===== config.mk =====
export PLATFORM = sky130hd
export DESIGN_NAME = timer_apb_regif
export DESIGN_NICKNAME = d
export VERILOG_FILES = /design/src/rtl/timer_apb_regif.sv
export SDC_FILE = /design/constraint.sdc
export NUM_CORES = 1
export LEC_CHECK = 0
export ABC_AREA = 1
export BUFFER_PORTS_ARGS = -buffer_cell sky130_fd_sc_hd__buf_2
export CAP_MARGIN = 20
export CORE_MARGIN = 8
export CORE_UTILIZATION = 45
export CTS_CLUSTER_SIZE = 12
export DETAILED_ROUTE_END_ITERATION = 8
export PLACE_DENSITY = 0.86
export SYNTH_ARGS = -nofsm -noshare
export SYNTH_HDL_FRONTEND = slang
export SYNTH_SLANG_ARGS = --single-unit

===== constraint.sdc =====
create_clock -name pclk -period 1.5 [get_ports pclk]
set_clock_uncertainty 0.15 [all_clocks]
set_input_delay 0.15 -clock pclk [delete_from_list [all_inputs] [get_ports pclk]]
set_output_delay 0.15 -clock pclk [all_outputs]
set_load 0.005 [all_outputs]

===== src/rtl/timer_apb_regif.sv =====
// timer_apb_regif
//   APB slave register block for the 8-bit timer. Decodes CPU accesses to
//   TDR (reload value), TCR (control) and TSR (sticky status). It drives the
//   counter control levels and captures overflow/underflow pulses into
//   sticky flags.
//
// Ports
//   pclk, presetn        clock (rising edge), async active-low reset
//   psel, penable,       APB request phase signals
//   pwrite, paddr, pwdata
//   prdata, pready,      APB response (registered); prdata is zero outside
//   pslverr              a read completion
//   tdr_o                reload value for the counter
//   load_o, up_dw_o,     TCR[7], TCR[5], TCR[4], TCR[1:0]
//   en_o, cks_o
//   ovf_set_i, udf_set_i one-cycle event pulses from the counter
//   ovf_o, udf_o         TSR[0], TSR[1] levels
module timer_apb_regif #(
  parameter int WAIT_STATES = 0,
  parameter int ADDR_W      = 8
) (
  input  logic              pclk,
  input  logic              presetn,
  input  logic              psel,
  input  logic              penable,
  input  logic              pwrite,
  input  logic [ADDR_W-1:0] paddr,
  input  logic [7:0]        pwdata,
  output logic [7:0]        prdata,
  output logic              pready,
  output logic              pslverr,
  output logic [7:0]        tdr_o,
  output logic              load_o,
  output logic              up_dw_o,
  output logic              en_o,
  output logic [1:0]        cks_o,
  input  logic              ovf_set_i,
  input  logic              udf_set_i,
  output logic              ovf_o,
  output logic              udf_o
);

  localparam logic [1:0] ST_IDLE   = 2'd0;
  localparam logic [1:0] ST_SETUP  = 2'd1;
  localparam logic [1:0] ST_ACCESS = 2'd2;

  localparam logic [1:0]        WAIT_TC  = 2'(WAIT_STATES);
  localparam logic [ADDR_W-1:0] ADDR_TDR = ADDR_W'(8'h00);
  localparam logic [ADDR_W-1:0] ADDR_TCR = ADDR_W'(8'h01);
  localparam logic [ADDR_W-1:0] ADDR_TSR = ADDR_W'(8'h02);
  localparam logic [7:0]        TCR_MASK = 8'hB3;

  logic [1:0] state_q, state_d;
  logic [1:0] cnt_q, cnt_d;
  logic [7:0] tdr_q, tdr_d;
  logic [7:0] tcr_q, tcr_d;
  logic [1:0] tsr_q, tsr_d;
  logic [7:0] prdata_q, prdata_d;
  logic       pready_q, pready_d;
  logic       pslverr_q, pslverr_d;

  logic       sel_tdr_s, sel_tcr_s, sel_tsr_s, addr_ok_s;
  logic       commit_wr_s;

  // Masked register read multiplexer; unmapped addresses read as zero.
  function automatic logic [7:0] read_mux(input logic s_tdr, input logic s_tcr,
                                          input logic s_tsr, input logic [7:0] tdr,
                                          input logic [7:0] tcr, input logic [1:0] tsr);
    logic [7:0] val;
    if (s_tdr) begin
      val = tdr;
    end else if (s_tcr) begin
      val = tcr & TCR_MASK;
    end else if (s_tsr) begin
      val = {6'b00_0000, tsr};
    end else begin
      val = 8'h00;
    end
    return val;
  endfunction

  assign sel_tdr_s = (paddr == ADDR_TDR);
  assign sel_tcr_s = (paddr == ADDR_TCR);
  assign sel_tsr_s = (paddr == ADDR_TSR);
  assign addr_ok_s = sel_tdr_s | sel_tcr_s | sel_tsr_s;

  // A write commits on the edge that closes the pready cycle, provided the
  // master still holds the transfer (psel dropped at that point is an abort).
  assign commit_wr_s = pready_q & psel & penable & pwrite;

  // Transfer tracking FSM and wait-state counter.
  always_comb begin
    state_d = state_q;
    cnt_d   = cnt_q;
    case (state_q)
      ST_IDLE: begin
        if (psel && !penable) begin
          state_d = ST_SETUP;
        end else begin
          state_d = ST_IDLE;
        end
      end
      ST_SETUP: begin
        if (!psel) begin
          state_d = ST_IDLE;
        end else if (penable) begin
          state_d = ST_ACCESS;
          cnt_d   = 2'd0;
        end else begin
          state_d = ST_SETUP;
        end
      end
      ST_ACCESS: begin
        if (!psel) begin
          state_d = ST_IDLE;
          cnt_d   = 2'd0;
        end else if (cnt_q == WAIT_TC) begin
          cnt_d   = 2'd0;
          state_d = penable ? ST_IDLE : ST_SETUP;
        end else begin
          cnt_d = cnt_q + 2'd1;
        end
      end
      default: begin
        state_d = ST_IDLE;
        cnt_d   = 2'd0;
      end
    endcase
  end

  // Register file next state; a flag event wins over a same-cycle clear.
  always_comb begin
    if (commit_wr_s && sel_tdr_s) begin
      tdr_d = pwdata;
    end else begin
      tdr_d = tdr_q;
    end
    if (commit_wr_s && sel_tcr_s) begin
      tcr_d = pwdata & TCR_MASK;
    end else begin
      tcr_d = tcr_q;
    end
    if (commit_wr_s && sel_tsr_s) begin
      tsr_d = (tsr_q & pwdata[1:0]) | {udf_set_i, ovf_set_i};
    end else begin
      tsr_d = tsr_q | {udf_set_i, ovf_set_i};
    end
  end

  // Response is computed one cycle early from next-state values so the
  // registered outputs show the register contents of the pready cycle itself.
  always_comb begin
    pready_d  = (state_d == ST_ACCESS) && (cnt_d == WAIT_TC);
    pslverr_d = pready_d && !addr_ok_s;
    if (pready_d && !pwrite) begin
      prdata_d = read_mux(sel_tdr_s, sel_tcr_s, sel_tsr_s, tdr_d, tcr_d, tsr_d);
    end else begin
      prdata_d = 8'h00;
    end
  end

  // State, register and response flops.
  always_ff @(posedge pclk or negedge presetn) begin
    if (!presetn) begin
      state_q   <= ST_IDLE;
      cnt_q     <= 2'd0;
      tdr_q     <= 8'h00;
      tcr_q     <= 8'h00;
      tsr_q     <= 2'b00;
      prdata_q  <= 8'h00;
      pready_q  <= 1'b0;
      pslverr_q <= 1'b0;
    end else begin
      state_q   <= state_d;
      cnt_q     <= cnt_d;
      tdr_q     <= tdr_d;
      tcr_q     <= tcr_d;
      tsr_q     <= tsr_d;
      prdata_q  <= prdata_d;
      pready_q  <= pready_d;
      pslverr_q <= pslverr_d;
    end
  end

  assign prdata  = prdata_q;
  assign pready  = pready_q;
  assign pslverr = pslverr_q;
  assign tdr_o   = tdr_q;
  assign load_o  = tcr_q[7];
  assign up_dw_o = tcr_q[5];
  assign en_o    = tcr_q[4];
  assign cks_o   = tcr_q[1:0];
  assign ovf_o   = tsr_q[0];
  assign udf_o   = tsr_q[1];

endmodule


==> reports/qor.csv, run 1 <==
stage,metric,value,unit
layout,fin_cells,292,
logic_synthesis,synth.distinct_cells,22,
layout,final_util,66.83,%
layout,diodes,0,
floorplanning,core,0.003078,sq mm
timing,hold_violations,0,
logic_synthesis,netlist_area,0.001464,sq mm
outcome,violations,setup timing,
worst_setup_path,worstPathCellList,"inv_2, ha_4, nor2_4, nand2_2, nand2_2, nand2_2, nor2_4, nand2_4, nor3_4, inv_2, nor2_1",
drt,first_pass_iters,4,
timing,tightest_slew,624.7,ps
logic_synthesis,synth.yosys.warnings,0,
logic_synthesis,synth.avg_cell_area,8.462,sq um
pwr,power_frac_comb,8.2,%
layout,fillers,242,
global_route,overflow,0,
floorplanning,fp.dieW,73.04,microns
timing,fin_crit_sh,110.0,%
layout,multiInputGateArea,641.9,sq um
drt,drc,0,
floorplanning,io_pins,48,
min_path,hold_class,in -> reg,
floorplanning,dieArea,0.005334,sq mm
worst_setup_path,worstSetupStartpointType,flop,
clock_tree,cts-root-buf,clkbuf_4,
timing,slew_headroom,58.35,%
logic_synthesis,synthCells,173,
outcome,outcome,"complete, but fails checks",
clock_tree,worstSkewPairLatency,320,ps
placed_design,dp_cells,269,
drt,drt-wirelength-per-cell,12.34,microns
logic_synthesis,ys_seq_area_share,49.57,%
worst_setup_path,critPathBufInv,2,
timing,fin_setup_tns,-1133,ps
layout,syn2layout_area_growth,40.51,%
worst_setup_path,path_depth,11,
pwr,leakagePower,1.157,nW
floorplanning,die_h,73.04,microns
global_route,grt_pass1_wl,6085,microns
drt,vias,1317,
layout,final_nets,272,
worst_setup_path,cpMostUsedCell,nand2_2,
drt,vias_per_cell,4.510,
logic_synthesis,synth-seq-cells,29,
timing,max_freq,0.6060,GHz
layout,seqCellArea,725.7,sq um
clock_tree,cts_sinks,29,
worst_setup_path,cpMaxStageDelayCell,dfrtp_1,
layout,stdcell_area,0.002057,sq mm
pwr,p_sw_share,23.45,%
pwr,p_int,1.110,mW
timing,fin_ws,-150.1,ps
logic_synthesis,synthesis.nets,198,
logic_synthesis,synth_top_area_share,49.57,%
pwr,switching_power,0.3400,mW
min_path,holdPathStages,4,
pwr,seqPwrFrac,54.4,%
timing,finalMaxSlewViolations,0,
drt,dr.first_iter.drc_count,62,
placed_design,hpwl,2579,microns
clock_tree,cts-buffers-inserted,5,
timing,rsz0062_at_grt,yes,
drt,final_antenna_net_count,0,
clock_tree,clock_path_buffers,2,
worst_setup_path,worstPathArrival,1760,ps
timing,finalSetupViolations,10,
worst_setup_path,crit_family,simple AND/OR/NAND/NOR gates,
logic_synthesis,synth_area_leaders,"dfrtp_1, nand2_1, inv_1",
worst_setup_path,slowest_delay,380,ps
worst_setup_path,worst-r2r-cell-count,11,
min_path,min_from,pwrite,
logic_synthesis,synth_area_leader_cell,dfrtp_1,
placed_design,io_buffers,47,
worst_setup_path,critical_path_class,reg -> reg,
global_route,antenna_found_initial,0,
worst_setup_path,end_kind,flop,
floorplanning,rows,20,
global_route,grtUsageTotal,14.53,%
worst_setup_path,required,1610,ps
layout,drive_above_1_share,42.34,%
worst_setup_path,path_max_fanout,4,
clock_tree,cts_max_level,2,
placed_design,postPlaceCellArea,0.001798,sq mm
timing,fin_crit,1650,ps
clock_tree,cts_tree,done,
worst_setup_path,startpoint,cnt_q[1],
drt,wl,3602,microns
run,drv_cap,0,
global_route,grt_pass1_vias,1379,
floorplanning,start_util,47.56,%
pwr,clock_power_share,37.4,%
placed_design,globalplace.congestion,0.8261,
pwr,peakVddDrop,0.3555,mV
clock_tree,cts.clk_slew.worst_paths,90,ps
global_route,grt_max_degree,30,
worst_setup_path,r2r-start,cnt_q[1],
pwr,powerDensity,704.8,mW/mm^2
[worst register-to-register path: cells and delay by family, from the launching register on]
family	cells	cell delay [ps]
buffers and inverters	2	140
flip-flops	1	380
adder cells (fa/ha/maj)	1	160
AND/OR/NAND/NOR	8	760
[final cells by class]
| class | count | share of cell area, % |
|---|---|---|
| inverters | 36 | 6.569 |
| clock buffers | 7 | 3.163 |
| well taps | 44 | 2.676 |
| clock inverters | 1 | 0.2433 |
| flip-flops and latches | 29 | 35.28 |
| multi-input cells | 106 | 31.20 |
| repair buffers | 69 | 20.86 |
[cells in the final DEF (no fill, tap or decap)]
cell type / n
a21oi_2: 2
and2_1: 2
buf_2: 47
buf_4: 11
buf_6: 1
clkbuf_4: 5
clkbuf_8: 2
clkinv_2: 1
dfrtp_1: 29
dlygate4sd3_1: 10
ha_1: 1
ha_4: 1
inv_1: 27
inv_2: 9
nand2_1: 39
nand2_2: 9
nand2_4: 1
nand3_1: 20
nand3_2: 5
nor2_1: 8
nor2_2: 2
nor2_4: 5
nor2_8: 1
nor3_4: 1
nor4_2: 1
nor4b_1: 1
o21a_1: 3
o21ai_1: 3
o21ai_4: 1
[sequential cells by signal (all words and copies together), names as in the netlist]
name	flops
pready	1
pslverr	1
prdata	8
tdr_o	8
cnt_q	2
tcr_q	5
tsr_q	2
state_q	2
[timing repair]
action                                  4_1_cts  5_1_grt
hold buffers                                 10        0
pin swaps                                     6        4
resized for setup                             6        7
cloned                                        0        0
hold endpoints to repair                     40        0
endpoints found under the setup margin       10       11
setup buffers                                 5        1
[power groups by stage]
| stage | clock (mW) | combinational, mW | sequential (mW) |
|---|---|---|---|
| finish | 0.542 | 0.119 | 0.788 |
| detailed placement | 0 | 0.0979 | 0.803 |
| global placement | 0 | 0.0956 | 0.803 |
| global route | 0.600 | 0.133 | 0.789 |
| floorplan | 0 | 0.0348 | 0.803 |
| CTS | 0.554 | 0.118 | 0.788 |
[worst paths after layout]
| path | slack (ps) | end |
|---|---|---|
| setup / recovery | -150 | prdata[3] |
| hold / removal | 9 | prdata[0] |
| setup reg to reg | -150 | prdata[3] |
| hold reg to reg | 370 | tdr_o[7] |
| max in group asynchronous | 570 | prdata[3] |
| min in group asynchronous | 220 | cnt_q[0] |
[per-layer routing]
metal	share of wire [%]	track usage, %	vias up
li1	-	-	682
met1	43	17.02	587
met2	47	23.83	43
met3	8.7	6.181	5
met4	0.94	3.333	0
met5	0	0	-
[stage by stage]
step / power (mW) / hold WS (ps) / setup WS, ps
floorplan: 0.8380 / -295.6 / -18.99
global placement: 0.8988 / 52.82 / -80.77
detailed placement: 0.9010 / 55.38 / -114.3
CTS: 1.460 / 0.1745 / -133.8
global route: 1.521 / 3.623 / -268.9
finish: 1.450 / 9.431 / -150.1
[cell usage after synthesis]
library cell   n
dfrtp_1       29
a21oi_2        2
o21a_1         3
nor2_1         9
nand2_2        5
ha_1           2
nor2_2         3
nand2_1       43
nor4_1         1
inv_1         29
buf_6          1
nor2_4         3
o21ai_1        4
nor2_8         1
nor3_4         1
nand2_4        1
nand3_2        4
nand3_1       21
inv_2          7
nor4b_1        1
and2_1         2
buf_4          1
[kinds of logic after synthesis]
family / after synthesis / synth area share, %
buffers and inverters: 38 / 10.51
DFF: 29 / 49.57
adders and majority gates: 2 / 1.709
and+or+nand+nor: 95 / 34.10
AOI/OAI and AO/OA: 9 / 4.103
Note: power is estimated with default switching activity, not from simulation.
==> run 2: changes to the inputs <==
--- a/config.mk
+++ b/config.mk
@@ -7,12 +7,13 @@
 export LEC_CHECK = 0
 export ABC_AREA = 1
 export BUFFER_PORTS_ARGS = -buffer_cell sky130_fd_sc_hd__buf_2
-export CAP_MARGIN = 20
+export CAP_MARGIN = 10
 export CORE_MARGIN = 8
 export CORE_UTILIZATION = 45
+export CTS_BUF_LIST = sky130_fd_sc_hd__clkbuf_4 sky130_fd_sc_hd__clkbuf_8
 export CTS_CLUSTER_SIZE = 12
 export DETAILED_ROUTE_END_ITERATION = 8
-export PLACE_DENSITY = 0.86
+export PLACE_DENSITY = 0.83
 export SYNTH_ARGS = -nofsm -noshare
 export SYNTH_HDL_FRONTEND = slang
 export SYNTH_SLANG_ARGS = --single-unit
==> constraint.sdc (replaced) <==
create_clock -name pclk -period 2.1 [get_ports pclk]
set_clock_uncertainty 0.15 [all_clocks]
set_input_delay 0.21 -clock pclk [delete_from_list [all_inputs] [get_ports pclk]]
set_output_delay 0.21 -clock pclk [all_outputs]
set_load 0.005 [all_outputs]
==> run 2 against run 1 <==
Net effect: the run now ends clean; clock power shrank 11%; utilization fell by 5.9 points; first-iteration DRC count is 6.5% lower; critical path type is now in -> reg; via count fell by 3.7%; worst hold slack better by 5.7 ps; final cell count fell by 5.8%; final area decreased by 8.9%; wire length fell by 6.2%; largest power group unchanged; sequential cell count did not move.
==> reports/qor.csv, run 2 (synthesis gave the netlist of run 1 again) <==
stage,metric,value,unit,change
outcome,outcome,"complete, no violations",,"was complete, but fails checks"
worst_setup_path,worstPathArrival,1890,ps,was 1760 ps
clock_tree,cts_resized,0,,was 6
global_route,grt_pass1_vias,1337,,was 1379
timing,finalMaxSlewViolations,0,,unchanged
timing,finalSetupViolations,0,,was 10
floorplanning,start_util,47.56,%,unchanged
worst_setup_path,reg2reg_slack,380,ps,was -150 ps
pwr,peakVddDrop,0.3366,mV,was 0.3555 mV
clock_tree,cts_tree,done,,unchanged
worst_setup_path,worstSetupStartpointType,primary input,,was flop
clock_tree,cts.clk_slew.worst_paths,90,ps,about the same
worst_setup_path,startpoint,penable,,was cnt_q[1]
layout,seqCellArea,725.7,sq um,unchanged
layout,multiInputGateArea,584.3,sq um,was 641.9 sq um
worst_setup_path,endpoint,prdata[5],,was prdata[3]
timing,max_freq,0.5475,GHz,
placed_design,dp_cells,262,,was 269
floorplanning,core,0.003078,sq mm,unchanged
worst_setup_path,r2r-start,cnt_q[0],,was cnt_q[1]
clock_tree,cts-root-buf,clkbuf_4,,unchanged
worst_setup_path,end_kind,flop,,unchanged
worst_setup_path,path_max_fanout,12,,was 4
worst_setup_path,required,2160,ps,was 1610 ps
clock_tree,worstSkewPairLatency,320,ps,about the same
clock_tree,cts_max_level,2,,unchanged
clock_tree,cts_sinks,29,,unchanged
drt,highest_layer,met4,,unchanged
floorplanning,rows,20,,unchanged
placed_design,hpwl,2599,microns,was 2579 microns
layout,syn2layout_area_growth,28.03,%,was 40.51%
floorplanning,dieArea,0.005334,sq mm,unchanged
drt,vias,1268,,was 1317
floorplanning,fp.dieW,73.04,microns,unchanged
global_route,grt_max_degree,30,,unchanged
min_path,hold_class,in -> reg,,unchanged
timing,fin_crit_sh,86.97,%,
timing,whs,15.18,ps,was 9.431 ps
worst_setup_path,slowest_delay,520,ps,was 380 ps
worst_setup_path,critical_path_class,in -> reg,,was reg -> reg
drt,vias_per_cell,4.611,,was 4.510
worst_setup_path,worstPathCellList,"dlygate4sd3_1, buf_2, nand2_2, nor2_4, nand3_2, o21ai_1, inv_1, nand3_1, nand2_1",,"was inv_2, ha_4, nor2_4, nand2_2, nand2_2, nand2_2, nor2_4, nand2_4, nor3_4, inv_2, nor2_1"
layout,final_common_cell,buf_2,,unchanged
timing,fin_crit,1826,ps,
layout,drive_above_1_share,35.50,%,was 42.34%
placed_design,io_buffers,47,,unchanged
pwr,powerDensity,597.4,mW/mm^2,was 704.8 mW/mm^2
timing,tightest_slew,641.8,ps,was 624.7 ps
placed_design,globalplace.congestion,0.7895,,was 0.8261
global_route,antenna_found_initial,0,,unchanged
layout,fillers,288,,was 242
layout,final_cell_mix,"buf_2, nand2_1, inv_1, dfrtp_1, nand3_1",,"was buf_2, nand2_1, dfrtp_1"
layout,final_nets,255,,was 272
floorplanning,die_h,73.04,microns,unchanged
timing,slew_headroom,57.22,%,was 58.35%
drt,drc,0,,unchanged
layout,fin_cells,275,,was 292
clock_tree,post_cts_buffers,0,,was 5
drt,met2_length,1498,microns,was 1691 microns
worst_setup_path,rr_endpoint,prdata[0],,was prdata[3]
global_route,grtUsageTotal,13.76,%,was 14.53%
global_route,overflow,0,,unchanged
floorplanning,io_pins,48,,unchanged
timing,hold_violations,0,,unchanged
run,drv_cap,0,,unchanged
layout,diodes,0,,unchanged
drt,m1WireLength,1527,microns,was 1560 microns
drt,first_pass_iters,4,,unchanged
timing,fin_setup_tns,0,ps,was -1133 ps
worst_setup_path,cpMaxStageDelayCell,dlygate4sd3_1,,was dfrtp_1
drt,met3WireLength,277,microns,was 315 microns
global_route,grt_pass1_wl,5754,microns,was 6085 microns
timing,rsz0062_at_grt,no,,was yes
pwr,leakagePower,1.076,nW,was 1.157 nW
drt,wl,3380,microns,was 3602 microns
worst_setup_path,worst-r2r-cell-count,11,,unchanged
drt,drt-wirelength-per-cell,12.29,microns,was 12.34 microns
clock_tree,clock_path_buffers,2,,unchanged
drt,final_antenna_net_count,0,,unchanged
drt,dr.first_iter.drc_count,58,,was 62
clock_tree,cts-buffers-inserted,5,,unchanged
==> run 2: cell count changes in the layout (fill, tap and decap cells not counted), moves of 2 or more <==
cell / delta
nand2_1: +4
nand2_2: -4
inv_2: -2
nor2_4: -2
buf_4: -11
dlygate4sd3_1: -5
inv_1: +2
==> run 2: critical path, delay by kind of cell <==
family,cells,cell delay [ps]
AO/OA/AOI/OAI,1,170
buffers and inverters,3,750
AND/OR/NAND/NOR,5,760
==> run 2: stage by stage <==
| stage | util, % | power, mW | setup slack [ps] | cell area (sq um) |
|---|---|---|---|---|
| finish | 60.89 | 1.120 | 273.6 | 1874 |
| floorplan | - | 0.5981 | 536.5 | 1464 |
| CTS | 60.89 | 1.132 | 295.3 | 1874 |
| global route | 60.89 | 1.168 | 133.3 | 1874 |
| global placement | 56.38 | 0.6398 | 461.4 | 1735 |
| detailed placement | 56.38 | 0.6412 | 384.1 | 1735 |
==> run 2: worst min path at each step <==
stage	from	endpoint	slack [ps]	cells after the start
2_1_floorplan	presetn	cnt_q[0]	-240	0
3_5_place_dp	presetn	cnt_q[0]	120	1
3_3_place_gp	presetn	cnt_q[0]	120	1
5_1_grt	pwdata[4]	tcr_q[4]	7	3
6_report	pwdata[4]	tcr_q[4]	20	3
4_1_cts	pwdata[4]	tcr_q[4]	1	3
==> run 2: layer usage <==
layer	vias to the layer above	global-route usage (%)
met4	0	6.667
met3	8	4.945
met1	570	15.50
met2	45	22.44
li1	645	-
met5	-	0
==> run 2: final cells by class <==
| class | count | share of cell area (%) |
|---|---|---|
| clock buffer | 7 | 3.138 |
| clock inverter | 1 | 1.602 |
| inverter | 36 | 7.210 |
| multi-input combinational | 106 | 31.17 |
| sequential | 29 | 38.72 |
| tap | 44 | 2.937 |
| timing repair buffer | 52 | 15.22 |
==> run 2: power breakdown <==
group | switching (mW) | leakage (nW) | total [mW] | internal, mW
combinational | 0.0434 | 0.660 | 0.0741 | 0.0306
clock | 0.186 | 0.0489 | 0.483 | 0.297
sequential | 0.00202 | 0.367 | 0.563 | 0.561
==> run 2: what timing repair did <==
action,4_1_cts,5_1_grt
hold endpoints to repair,33,0
hold buffers,5,0
setup endpoints to repair,0,0
